**config.mk**
```make
export PLATFORM = sky130hd
export DESIGN_NAME = id_ex_stage_flat
export DESIGN_NICKNAME = d
export VERILOG_FILES = /design/src/rtl/id_ex_stage_if.sv /design/src/rtl/id_ex_stage.sv /design/src/flat_wrapper.sv
export SDC_FILE = /design/constraint.sdc
export NUM_CORES = 1
export LEC_CHECK = 0
export BUFFER_PORTS_ARGS = -buffer_cell sky130_fd_sc_hd__buf_2
export CORE_MARGIN = 10
export CORE_UTILIZATION = 45
export DETAILED_ROUTE_END_ITERATION = 6
export PLACE_DENSITY = 0.85
export SETUP_SLACK_MARGIN = 0.02
export SKIP_CTS_REPAIR_TIMING = 1
export SLEW_MARGIN = 20
export SYNTH_ARGS = -nofsm -noshare
export SYNTH_HDL_FRONTEND = slang
export SYNTH_SLANG_ARGS = --single-unit
export TNS_END_PERCENT = 50
```
**constraint.sdc**
```tcl
create_clock -name clk -period 3.5 [get_ports clk]
set_input_delay 0.7 -clock clk [delete_from_list [all_inputs] [get_ports clk]]
set_output_delay 0.7 -clock clk [all_outputs]
set_load 0.02 [all_outputs]
```
**src/rtl/id_ex_stage_if.sv**
```systemverilog
// rtl/id_ex_stage_if.sv - decoded-instruction bundle from ID into the ID/EX register
interface id_ex_stage_if #(
  parameter int W  = 32,
  parameter int RW = 5
);
  logic          id_valid;
  logic [1:0]    id_alu_op;
  logic [5:0]    id_funct;
  logic          id_alu_src;
  logic [RW-1:0] id_rs;
  logic [RW-1:0] id_rt;
  logic [RW-1:0] id_wr_reg;
  logic [W-1:0]  id_rs_data;
  logic [W-1:0]  id_rt_data;
  logic [W-1:0]  id_imm;
  logic          id_reg_write;
  logic          id_mem_read;
  logic          id_mem_write;
  logic          id_mem_to_reg;
  logic          load_use_stall;

  modport master (
    output id_valid, id_alu_op, id_funct, id_alu_src, id_rs, id_rt, id_wr_reg,
           id_rs_data, id_rt_data, id_imm, id_reg_write, id_mem_read,
           id_mem_write, id_mem_to_reg,
    input  load_use_stall
  );

  modport slave (
    input  id_valid, id_alu_op, id_funct, id_alu_src, id_rs, id_rt, id_wr_reg,
           id_rs_data, id_rt_data, id_imm, id_reg_write, id_mem_read,
           id_mem_write, id_mem_to_reg,
    output load_use_stall
  );
endinterface

```
**src/rtl/id_ex_stage.sv**
```systemverilog
// rtl/id_ex_stage.sv - ID/EX pipeline register with ALU decode, forwarding and load-use detect
module id_ex_stage #(
  parameter int W  = 32,
  parameter int RW = 5
) (
  input  logic          clk,
  input  logic          rst_n,
  input  logic          hold,
  input  logic          flush,
  id_ex_stage_if.slave  id,
  input  logic          exmem_reg_write,
  input  logic [RW-1:0] exmem_wr_reg,
  input  logic [W-1:0]  exmem_result,
  input  logic          memwb_reg_write,
  input  logic [RW-1:0] memwb_wr_reg,
  input  logic [W-1:0]  memwb_result,
  output logic          ex_valid,
  output logic [3:0]    alu_ctl,
  output logic [W-1:0]  alu_a,
  output logic [W-1:0]  alu_b,
  output logic [W-1:0]  ex_store_data,
  output logic [RW-1:0] ex_wr_reg,
  output logic          ex_reg_write,
  output logic          ex_mem_read,
  output logic          ex_mem_write,
  output logic          ex_mem_to_reg,
  output logic          ex_illegal
);

  localparam logic [3:0] CTL_ADD = 4'd2;
  localparam logic [3:0] CTL_BAD = 4'd15;

  logic          ex_alu_src;
  logic [RW-1:0] ex_rs;
  logic [RW-1:0] ex_rt;
  logic [W-1:0]  ex_rs_data;
  logic [W-1:0]  ex_rt_data;
  logic [W-1:0]  ex_imm;

  logic [3:0]    dec_ctl;
  logic          dec_bad;
  logic          stall;

  always_comb begin
    dec_ctl = CTL_ADD;
    dec_bad = 1'b0;
    case (id.id_alu_op)
      2'b00: dec_ctl = 4'd2;
      2'b01: dec_ctl = 4'd6;
      2'b11: dec_ctl = 4'd1;
      default: begin
        case (id.id_funct)
          6'b100000, 6'b100001: dec_ctl = 4'd2;
          6'b100010, 6'b100011: dec_ctl = 4'd6;
          6'b100100:            dec_ctl = 4'd0;
          6'b100101:            dec_ctl = 4'd1;
          6'b100110:            dec_ctl = 4'd13;
          6'b100111:            dec_ctl = 4'd12;
          default: begin
            dec_ctl = CTL_BAD;
            dec_bad = 1'b1;
          end
        endcase
      end
    endcase
  end

  // A load in EX whose result is read by ID cannot be forwarded in time.
  always_comb begin
    stall = ex_valid & ex_mem_read & (ex_wr_reg != '0) & id.id_valid &
            ((ex_wr_reg == id.id_rs) | ((ex_wr_reg == id.id_rt) & ~id.id_alu_src));
  end

  assign id.load_use_stall = stall;

  function automatic logic [W-1:0] fwd(
    input logic [RW-1:0] r,
    input logic [W-1:0]  captured,
    input logic          em_we,
    input logic [RW-1:0] em_reg,
    input logic [W-1:0]  em_val,
    input logic          mw_we,
    input logic [RW-1:0] mw_reg,
    input logic [W-1:0]  mw_val
  );
    if (em_we && (em_reg != '0) && (em_reg == r))      return em_val;
    else if (mw_we && (mw_reg != '0) && (mw_reg == r)) return mw_val;
    else                                               return captured;
  endfunction

  always_comb begin
    alu_a = fwd(ex_rs, ex_rs_data, exmem_reg_write, exmem_wr_reg, exmem_result,
                memwb_reg_write, memwb_wr_reg, memwb_result);
    ex_store_data = fwd(ex_rt, ex_rt_data, exmem_reg_write, exmem_wr_reg, exmem_result,
                        memwb_reg_write, memwb_wr_reg, memwb_result);
    alu_b = ex_alu_src ? ex_imm : ex_store_data;
  end

  // Data registers survive flush/bubble untouched; only the live/control bits are killed.
  always_ff @(posedge clk or negedge rst_n) begin
    if (!rst_n) begin
      ex_valid      <= 1'b0;
      ex_reg_write  <= 1'b0;
      ex_mem_read   <= 1'b0;
      ex_mem_write  <= 1'b0;
      ex_mem_to_reg <= 1'b0;
      ex_illegal    <= 1'b0;
      alu_ctl       <= CTL_ADD;
      ex_alu_src    <= 1'b0;
      ex_rs         <= '0;
      ex_rt         <= '0;
      ex_wr_reg     <= '0;
      ex_rs_data    <= '0;
      ex_rt_data    <= '0;
      ex_imm        <= '0;
    end else if (flush || (!hold && stall)) begin
      ex_valid      <= 1'b0;
      ex_reg_write  <= 1'b0;
      ex_mem_read   <= 1'b0;
      ex_mem_write  <= 1'b0;
      ex_mem_to_reg <= 1'b0;
      ex_illegal    <= 1'b0;
    end else if (!hold) begin
      ex_valid      <= id.id_valid;
      ex_reg_write  <= id.id_reg_write & id.id_valid;
      ex_mem_read   <= id.id_mem_read & id.id_valid;
      ex_mem_write  <= id.id_mem_write & id.id_valid;
      ex_mem_to_reg <= id.id_mem_to_reg & id.id_valid;
      ex_illegal    <= dec_bad & id.id_valid;
      alu_ctl       <= dec_ctl;
      ex_alu_src    <= id.id_alu_src;
      ex_rs         <= id.id_rs;
      ex_rt         <= id.id_rt;
      ex_wr_reg     <= id.id_wr_reg;
      ex_rs_data    <= id.id_rs_data;
      ex_rt_data    <= id.id_rt_data;
      ex_imm        <= id.id_imm;
    end
  end

endmodule

```
**src/flat_wrapper.sv**
```systemverilog
// flat-port wrapper written by rule: the top's interface ports become plain ports
module id_ex_stage_flat 
#(
  parameter int W  = 32,
  parameter int RW = 5
)
  (clk, rst_n, hold, flush, exmem_reg_write, exmem_wr_reg, exmem_result, memwb_reg_write, memwb_wr_reg, memwb_result, ex_valid, alu_ctl, alu_a, alu_b, ex_store_data, ex_wr_reg, ex_reg_write, ex_mem_read, ex_mem_write, ex_mem_to_reg, ex_illegal, id_id_valid, id_id_alu_op, id_id_funct, id_id_alu_src, id_id_rs, id_id_rt, id_id_wr_reg, id_id_rs_data, id_id_rt_data, id_id_imm, id_id_reg_write, id_id_mem_read, id_id_mem_write, id_id_mem_to_reg, id_load_use_stall);
  id_ex_stage_if #(.W(W), .RW(RW)) id_i ();
  input  logic clk;
  input  logic rst_n;
  input  logic hold;
  input  logic flush;
  input  logic exmem_reg_write;
  input  logic [RW-1:0] exmem_wr_reg;
  input  logic [W-1:0] exmem_result;
  input  logic memwb_reg_write;
  input  logic [RW-1:0] memwb_wr_reg;
  input  logic [W-1:0] memwb_result;
  output logic ex_valid;
  output logic [3:0] alu_ctl;
  output logic [W-1:0] alu_a;
  output logic [W-1:0] alu_b;
  output logic [W-1:0] ex_store_data;
  output logic [RW-1:0] ex_wr_reg;
  output logic ex_reg_write;
  output logic ex_mem_read;
  output logic ex_mem_write;
  output logic ex_mem_to_reg;
  output logic ex_illegal;
  input wire logic [$bits(id_i.id_valid)-1:0] id_id_valid;
  input wire logic [$bits(id_i.id_alu_op)-1:0] id_id_alu_op;
  input wire logic [$bits(id_i.id_funct)-1:0] id_id_funct;
  input wire logic [$bits(id_i.id_alu_src)-1:0] id_id_alu_src;
  input wire logic [$bits(id_i.id_rs)-1:0] id_id_rs;
  input wire logic [$bits(id_i.id_rt)-1:0] id_id_rt;
  input wire logic [$bits(id_i.id_wr_reg)-1:0] id_id_wr_reg;
  input wire logic [$bits(id_i.id_rs_data)-1:0] id_id_rs_data;
  input wire logic [$bits(id_i.id_rt_data)-1:0] id_id_rt_data;
  input wire logic [$bits(id_i.id_imm)-1:0] id_id_imm;
  input wire logic [$bits(id_i.id_reg_write)-1:0] id_id_reg_write;
  input wire logic [$bits(id_i.id_mem_read)-1:0] id_id_mem_read;
  input wire logic [$bits(id_i.id_mem_write)-1:0] id_id_mem_write;
  input wire logic [$bits(id_i.id_mem_to_reg)-1:0] id_id_mem_to_reg;
  output wire logic [$bits(id_i.load_use_stall)-1:0] id_load_use_stall;
  assign id_i.id_valid = id_id_valid;
  assign id_i.id_alu_op = id_id_alu_op;
  assign id_i.id_funct = id_id_funct;
  assign id_i.id_alu_src = id_id_alu_src;
  assign id_i.id_rs = id_id_rs;
  assign id_i.id_rt = id_id_rt;
  assign id_i.id_wr_reg = id_id_wr_reg;
  assign id_i.id_rs_data = id_id_rs_data;
  assign id_i.id_rt_data = id_id_rt_data;
  assign id_i.id_imm = id_id_imm;
  assign id_i.id_reg_write = id_id_reg_write;
  assign id_i.id_mem_read = id_id_mem_read;
  assign id_i.id_mem_write = id_id_mem_write;
  assign id_i.id_mem_to_reg = id_id_mem_to_reg;
  assign id_load_use_stall = id_i.load_use_stall;
  id_ex_stage #(.W(W), .RW(RW)) u_core (.clk(clk), .rst_n(rst_n), .hold(hold), .flush(flush), .id(id_i), .exmem_reg_write(exmem_reg_write), .exmem_wr_reg(exmem_wr_reg), .exmem_result(exmem_result), .memwb_reg_write(memwb_reg_write), .memwb_wr_reg(memwb_wr_reg), .memwb_result(memwb_result), .ex_valid(ex_valid), .alu_ctl(alu_ctl), .alu_a(alu_a), .alu_b(alu_b), .ex_store_data(ex_store_data), .ex_wr_reg(ex_wr_reg), .ex_reg_write(ex_reg_write), .ex_mem_read(ex_mem_read), .ex_mem_write(ex_mem_write), .ex_mem_to_reg(ex_mem_to_reg), .ex_illegal(ex_illegal));
endmodule
```
==> results of run 1 <==
==> power by group <==
| part | internal [mW] | switching [mW] | total (mW) |
|---|---|---|---|
| sequential | 1.61 | 0.179 | 1.79 |
| clock | 1.07 | 0.680 | 1.75 |
| combinational | 0.718 | 1.04 | 1.76 |
==> kinds of logic (layout without fill, tap and decap cells) <==
family | after synthesis | in the layout | share of synthesized area
XOR/XNOR | 31 | 31 | 0.0364
other | 0 | 2 | 0
multiplexers | 176 | 176 | 0.260
flip-flops | 122 | 122 | 0.409
AND/OR/NAND/NOR | 189 | 189 | 0.130
buffers and inverters | 68 | 389 | 0.0455
AO/OA/AOI/OAI | 113 | 113 | 0.118
==> cell type report <==
cell class              count  area [um^2]
well taps                 220          275
inverters                   3         11.3
clock buffers              19          443
diodes                      2         5.00
clock inverters            13          143
flip-flops and latches    122         3060
multi-input cells         509         4260
repair buffers            354         2000
fillers                  1302         6220
==> worst max-delay path: stages <==
cell      delay [ns]
buf_2           0.12
or4_1           0.60
o211ai_4        0.25
or2_1           0.18
buf_12          0.20
a31oi_1         0.19
mux2_2          0.30
buf_2           0.16
==> cells in the final DEF (no fill, tap or decap), types with 3 or more instances in the layout <==
cell / count
mux2_1: 116
inv_6: 3
buf_12: 9
clkbuf_16: 17
a31oi_1: 25
buf_2: 314
a32o_1: 5
nor4b_4: 4
nand3_1: 30
clkinvlp_4: 5
a31oi_2: 3
nand2_1: 35
nor4_1: 27
dfrtp_1: 119
xnor2_1: 20
mux2_2: 28
xor2_4: 3
inv_1: 3
nor3_1: 29
o31ai_2: 25
buf_6: 3
nand4_1: 4
xor2_1: 8
nor2b_1: 3
buf_4: 28
o21ai_0: 4
nor2_1: 45
a21oi_1: 34
o31ai_1: 5
mux2i_1: 32
==> worst max path at each step <==
stage                    startpoint         to  slack, ns  cells after the start
global placement    memwb_wr_reg[4]  alu_b[31]      -0.14                      8
detailed placement  memwb_wr_reg[1]  alu_b[31]      -0.13                      8
finish              exmem_wr_reg[1]  alu_b[25]       0.05                      8
floorplan           exmem_wr_reg[1]   alu_b[4]       0.21                      7
global route        u_core.ex_rt[1]  alu_b[14]      -0.03                      7
CTS                 u_core.ex_rt[2]  alu_b[31]      -0.20                      7
==> routing by layer <==
layer | share of wire | wire [um] | up-vias
li1 | - | - | 3205
met1 | 0.37 | 10200 | 3451
met2 | 0.50 | 13900 | 399
met3 | 0.10 | 2910 | 65
met4 | 0.034 | 952 | 0
met5 | 0 | 0 | -
==> stage by stage <==
stage          TNS [ns]   util  area, um^2  std cells  hold slack, ns
2_1_floorplan         0      -        7460        699           0.404
3_3_place_gp     -0.156  0.577        9470       1207           0.459
3_5_place_dp     -0.507  0.577        9470       1207           0.469
4_1_cts           -2.16  0.613       10100       1239           0.405
5_1_grt         -0.0480  0.621       10200       1241           0.406
6_report              0  0.621       10200       1242           0.354
==> run_results.csv, run 1 <==
group,metric,value,unit
worst_setup_path,r2r_slack,0.70,ns
worst_setup_path,crit_arrival,2.75,ns
place,place_congestion,0.917,
power,finalPower,5.30,mW
synthesis,synthCells,699,
synthesis,ys_top_cells_by_area,"dfrtp_1 41%, mux2_1 18%, mux2i_1 4.3%",
clock_tree,clockBufferDepth,2,
place,dpl.hpwl,20.9,mm
synthesis,synth_ff_type,"dfrtp_1",
detailed_routing,ant_nets,0,
die,fp.dieArea,22100,um^2
synthesis,synth-seq-cells,122,
clock_tree,clkTransAtPathRegs,0.06,ns
detailed_routing,drt_iter0_markers,456,
synthesis,synth_seq_area_share,0.409,
clock_tree,cts-buffers-inserted,17,
place,dp_slack,-0.129,ns
die,initial_utilization,0.455,
synthesis,avgSynthCellArea,10.7,um^2
final_layout,nNetsFinal,1212,
grt,grt_usage,0.245,
timing,setup_viol,0,
timing,clock.fmax,0.290,GHz
detailed_routing,drc,0,
grt,met3_usage,0.0840,
clock_tree,cts_tree,"yes",
detailed_routing,wl_per_cell,22.5,um
job,drv_cap,0,
final_layout,drive_above_1_share,0.459,
synthesis,syn_area,7460,um^2
grt,antenna_found_initial,2,
grt,use_met1,0.274,
die,rows,47,
die,io_pins,317,
worst_setup_path,start_kind,"input pin",
detailed_routing,wirelength,27.9,mm
worst_setup_path,r2r-start,"u_core.ex_wr_reg[1]",
synthesis,ys_types,41,
place,io_buffers,316,
worst_setup_path,timing.rr.end,"u_core.ex_imm[5]",
detailed_routing,vias_per_cell,5.73,
synthesis,synth_common_cells,"121 x dfrtp_1, 116 x mux2_1, 46 x nor2_1, 35 x nand2_1, 34 x a21oi_1",
synthesis,synth_top_cell_by_area,"dfrtp_1",
detailed_routing,drtPass1Iterations,6,
grt,grt_pass1_vias,7773,
synthesis,synth.most_common_cell,"dfrtp_1",
timing,hold_viol,0,
grt,grt_max_degree,86,
die,core_area,16400,um^2
timing,slew_violations,0,
grt,grt_pass1_wl,42.9,mm
timing,fin_skew,0.0113,ns
power,leakage,4.44,nW
worst_setup_path,cp-end-kind,"output port",
timing,max_slew.worst_pin.slew,0.977,ns
clock_tree,htreeDepth,4,
synthesis,syn_nets,904,
clock_tree,ctsRootBufferMaster,"clkbuf_16",
worst_setup_path,path_max_fanout,32,
power,power_density,521,nW/um^2
power,peakVddDrop,0.000311,V
final_layout,syn_to_final_growth,36.5,%
grt,grt.busiest_layer,"met2",
worst_setup_path,critPathKind,"in2out",
final_layout,top_regs,"u_core.ex_imm x32, u_core.ex_rs_data x32, u_core.ex_rt_data x32",
timing,setup_slack,0.0532,ns
grt,grt-ovfl-total,0,
worst_setup_path,crit_required,2.80,ns
detailed_routing,vias,7120,
timing,rsz0062_at_grt,"true",
worst_hold_path,hold_class,"in2async",
clock_tree,clock-sinks,122,
run_status,outcome,"finished clean",
die,die_h,149,um
grt,use_met2,0.409,
synthesis,synthDominantCellAreaShare,0.406,
timing,relSlewSlack,0.349,
clock_tree,clock_latency,0.40,ns
synthesis,yosysWarnings,0,
worst_setup_path,r2r_cells,5,
synthesis,async_reset_ff_frac,1.00,
timing,fin_crit_sh,0.985,
synthesis,synth_edf_count,0,
die,fp.dieW,149,um
timing,timing.final.crit_period,3.45,ns
Power figures use the tool's default switching activity.
==> inputs of run 2 (changes only) <==
Settings changed: BUFFER_PORTS_ARGS -buffer_cell sky130_fd_sc_hd__buf_2 to -buffer_cell sky130_fd_sc_hd__buf_4, CORE_UTILIZATION 45 to 35, PLACE_DENSITY 0.85 to 0.71.
Clock period 3.5 ns to 3.2 ns, I/O delays scaled along.
==> run_results.csv, run 2 (synthesized netlist as in run 1, its figures left out) <==
group,metric,value,unit
run_status,outcome,"complete, but fails checks",
run_status,violations,"setup timing",
power,leakage,4.98,nW
place,post-place-cells,1293,
worst_setup_path,timing.rr.end,"u_core.ex_imm[9]",
timing,slew_violations,0,
detailed_routing,ant_nets,0,
clock_tree,htreeDepth,4,
clock_tree,ctsRootBufferMaster,"clkbuf_16",
final_layout,n_fill_cell,1852,
timing,rsz0062_at_grt,"true",
place,place_congestion,0.888,
worst_setup_path,r2r_cells,5,
grt,grt.busiest_layer,"met2",
power,power_density,554,nW/um^2
worst_setup_path,cpPeakStageDelay,0.58,ns
detailed_routing,wirelength,31.7,mm
place,dpl.hpwl,23.4,mm
die,io_pins,317,
job,drv_cap,0,
worst_setup_path,crit_required,2.56,ns
die,die_h,166,um
timing,relSlewSlack,0.331,
die,rows,53,
worst_setup_path,r2r_slack,0.58,ns
grt,grt_pass1_vias,7778,
worst_setup_path,crit_arrival,2.75,ns
clock_tree,clkTransAtPathRegs,0.06,ns
timing,setup_slack,-0.187,ns
worst_setup_path,critPathKind,"reg2out",
worst_hold_path,hold_class,"in2async",
die,fp.dieArea,27600,um^2
final_layout,nNetsFinal,1252,
clock_tree,cts-buffers-inserted,17,
detailed_routing,wl_per_cell,23.7,um
grt,antenna_found_initial,1,
place,io_buffers,316,
grt,grt-ovfl-total,0,
grt,use_met1,0.247,
timing,setup_viol,41,
final_layout,drive_above_1_share,0.492,
grt,use_met2,0.363,
final_layout,syn_to_final_growth,55.9,%
grt,met3_usage,0.0738,
place,place_area,10600,um^2
worst_setup_path,cp_cell_sequence,"xor2_4, or4b_4, buf_12, or3_4, a211oi_4, o31ai_1, buf_4",
timing,fin_skew,0.00869,ns
final_layout,layoutNonFillerInstCount,1336,
timing,fin_crit_sh,1.06,
detailed_routing,vias_per_cell,5.47,
place,dp_slack,-0.283,ns
worst_setup_path,cp-end-kind,"output port",
clock_tree,clock-sinks,122,
detailed_routing,drtPass1Iterations,6,
worst_setup_path,crit_slowest_cell,"or4b_4",
worst_setup_path,start_kind,"register",
power,peakVddDrop,0.000334,V
detailed_routing,drc,0,
clock_tree,cts_tree,"yes",
clock_tree,clock_latency,0.41,ns
detailed_routing,drt_iter0_markers,441,
final_layout,mostFrequentLayoutCell,"buf_4",
detailed_routing,vias,7308,
timing,max_slew.worst_pin.slew,1.00,ns
grt,grt_pass1_wl,46.9,mm
final_layout,design_area,11600,um^2
grt,grt_max_degree,57,
worst_setup_path,r2r-start,"u_core.ex_wr_reg[1]",
die,fp.dieW,166,um
worst_setup_path,path_max_fanout,6,
final_layout,mostFrequentLayoutCells,"369 x buf_4, 119 x dfrtp_1, 116 x mux2_1",
final_layout,layout.area.seq,3060,um^2
timing,hold_viol,0,
timing,clock.fmax,0.295,GHz
grt,grt_usage,0.215,
final_layout,multi_input_area,4390,um^2
timing,timing.final.crit_period,3.39,ns
final_layout,top_regs,"u_core.ex_imm x32, u_core.ex_rs_data x32, u_core.ex_rt_data x32",
die,core_area,21000,um^2
clock_tree,clockBufferDepth,2,
die,initial_utilization,0.355,
run 2: changes by cell type in the layout (fill, tap and decap cells not counted), moves of 6 or more:
cell	delta
buf_4	+341
buf_2	-314
a31oi_1	-8
a31oi_2	+8
o31ai_4	+8
buf_6	+7
o31ai_2	-7
buf_12	+6
run 2: worst max-delay path by stage:
stage / slack (ns) / end / start
3_5_place_dp: -0.28 / alu_b[1] / memwb_wr_reg[4]
3_3_place_gp: -0.28 / alu_b[1] / memwb_wr_reg[4]
4_1_cts: -0.42 / alu_b[1] / u_core.ex_rt[4]
5_1_grt: -0.26 / alu_b[21] / u_core.ex_rt[1]
6_report: -0.19 / alu_b[21] / u_core.ex_rt[2]
2_1_floorplan: 0.03 / alu_b[4] / exmem_wr_reg[1]
run 2: per-layer routing:
metal	wire length, um	vias to the layer above
li1	-	3286
met1	12500	3603
met4	886	0
met2	15600	363
met5	0	-
met3	2650	56
run 2: layout make-up:
class                      count  share of cell area
antenna                        1            0.000215
clock buffer                  19              0.0389
clock inverter                13              0.0164
inverter                       3            0.000968
multi-input combinational    509               0.377
sequential                   122               0.263
tap                          275              0.0296
timing repair buffer         394               0.274
run 2: critical path, delay by kind of cell (launching register included):
kind                      cells  cell delay [ns]
AOI/OAI and AO/OA             2             0.36
xor gates and xnor gates      1             0.16
buffers and inverters         2             0.36
DFF                           1             0.45
and+or+nand+nor               2             1.01
run 2: report_power, final:
| group | internal (mW) | leakage (nW) | switching, mW |
|---|---|---|---|
| sequential | 1.77 | 1.44 | 0.203 |
| clock | 1.35 | 0.303 | 0.774 |
| combinational | 1.13 | 3.24 | 1.22 |
| total | 4.25 | 4.98 | 2.19 |
run 2: per-stage QoR:
stage	utilization	power, mW	setup TNS (ns)	hold WS (ns)
global placement	0.506	4.19	-7.33	0.462
finish	0.553	6.44	-3.79	0.187
floorplan	-	3.06	0	0.344
detailed placement	0.506	4.23	-7.80	0.469
global route	0.553	6.73	-7.05	0.227
CTS	0.536	6.39	-15.96	0.215
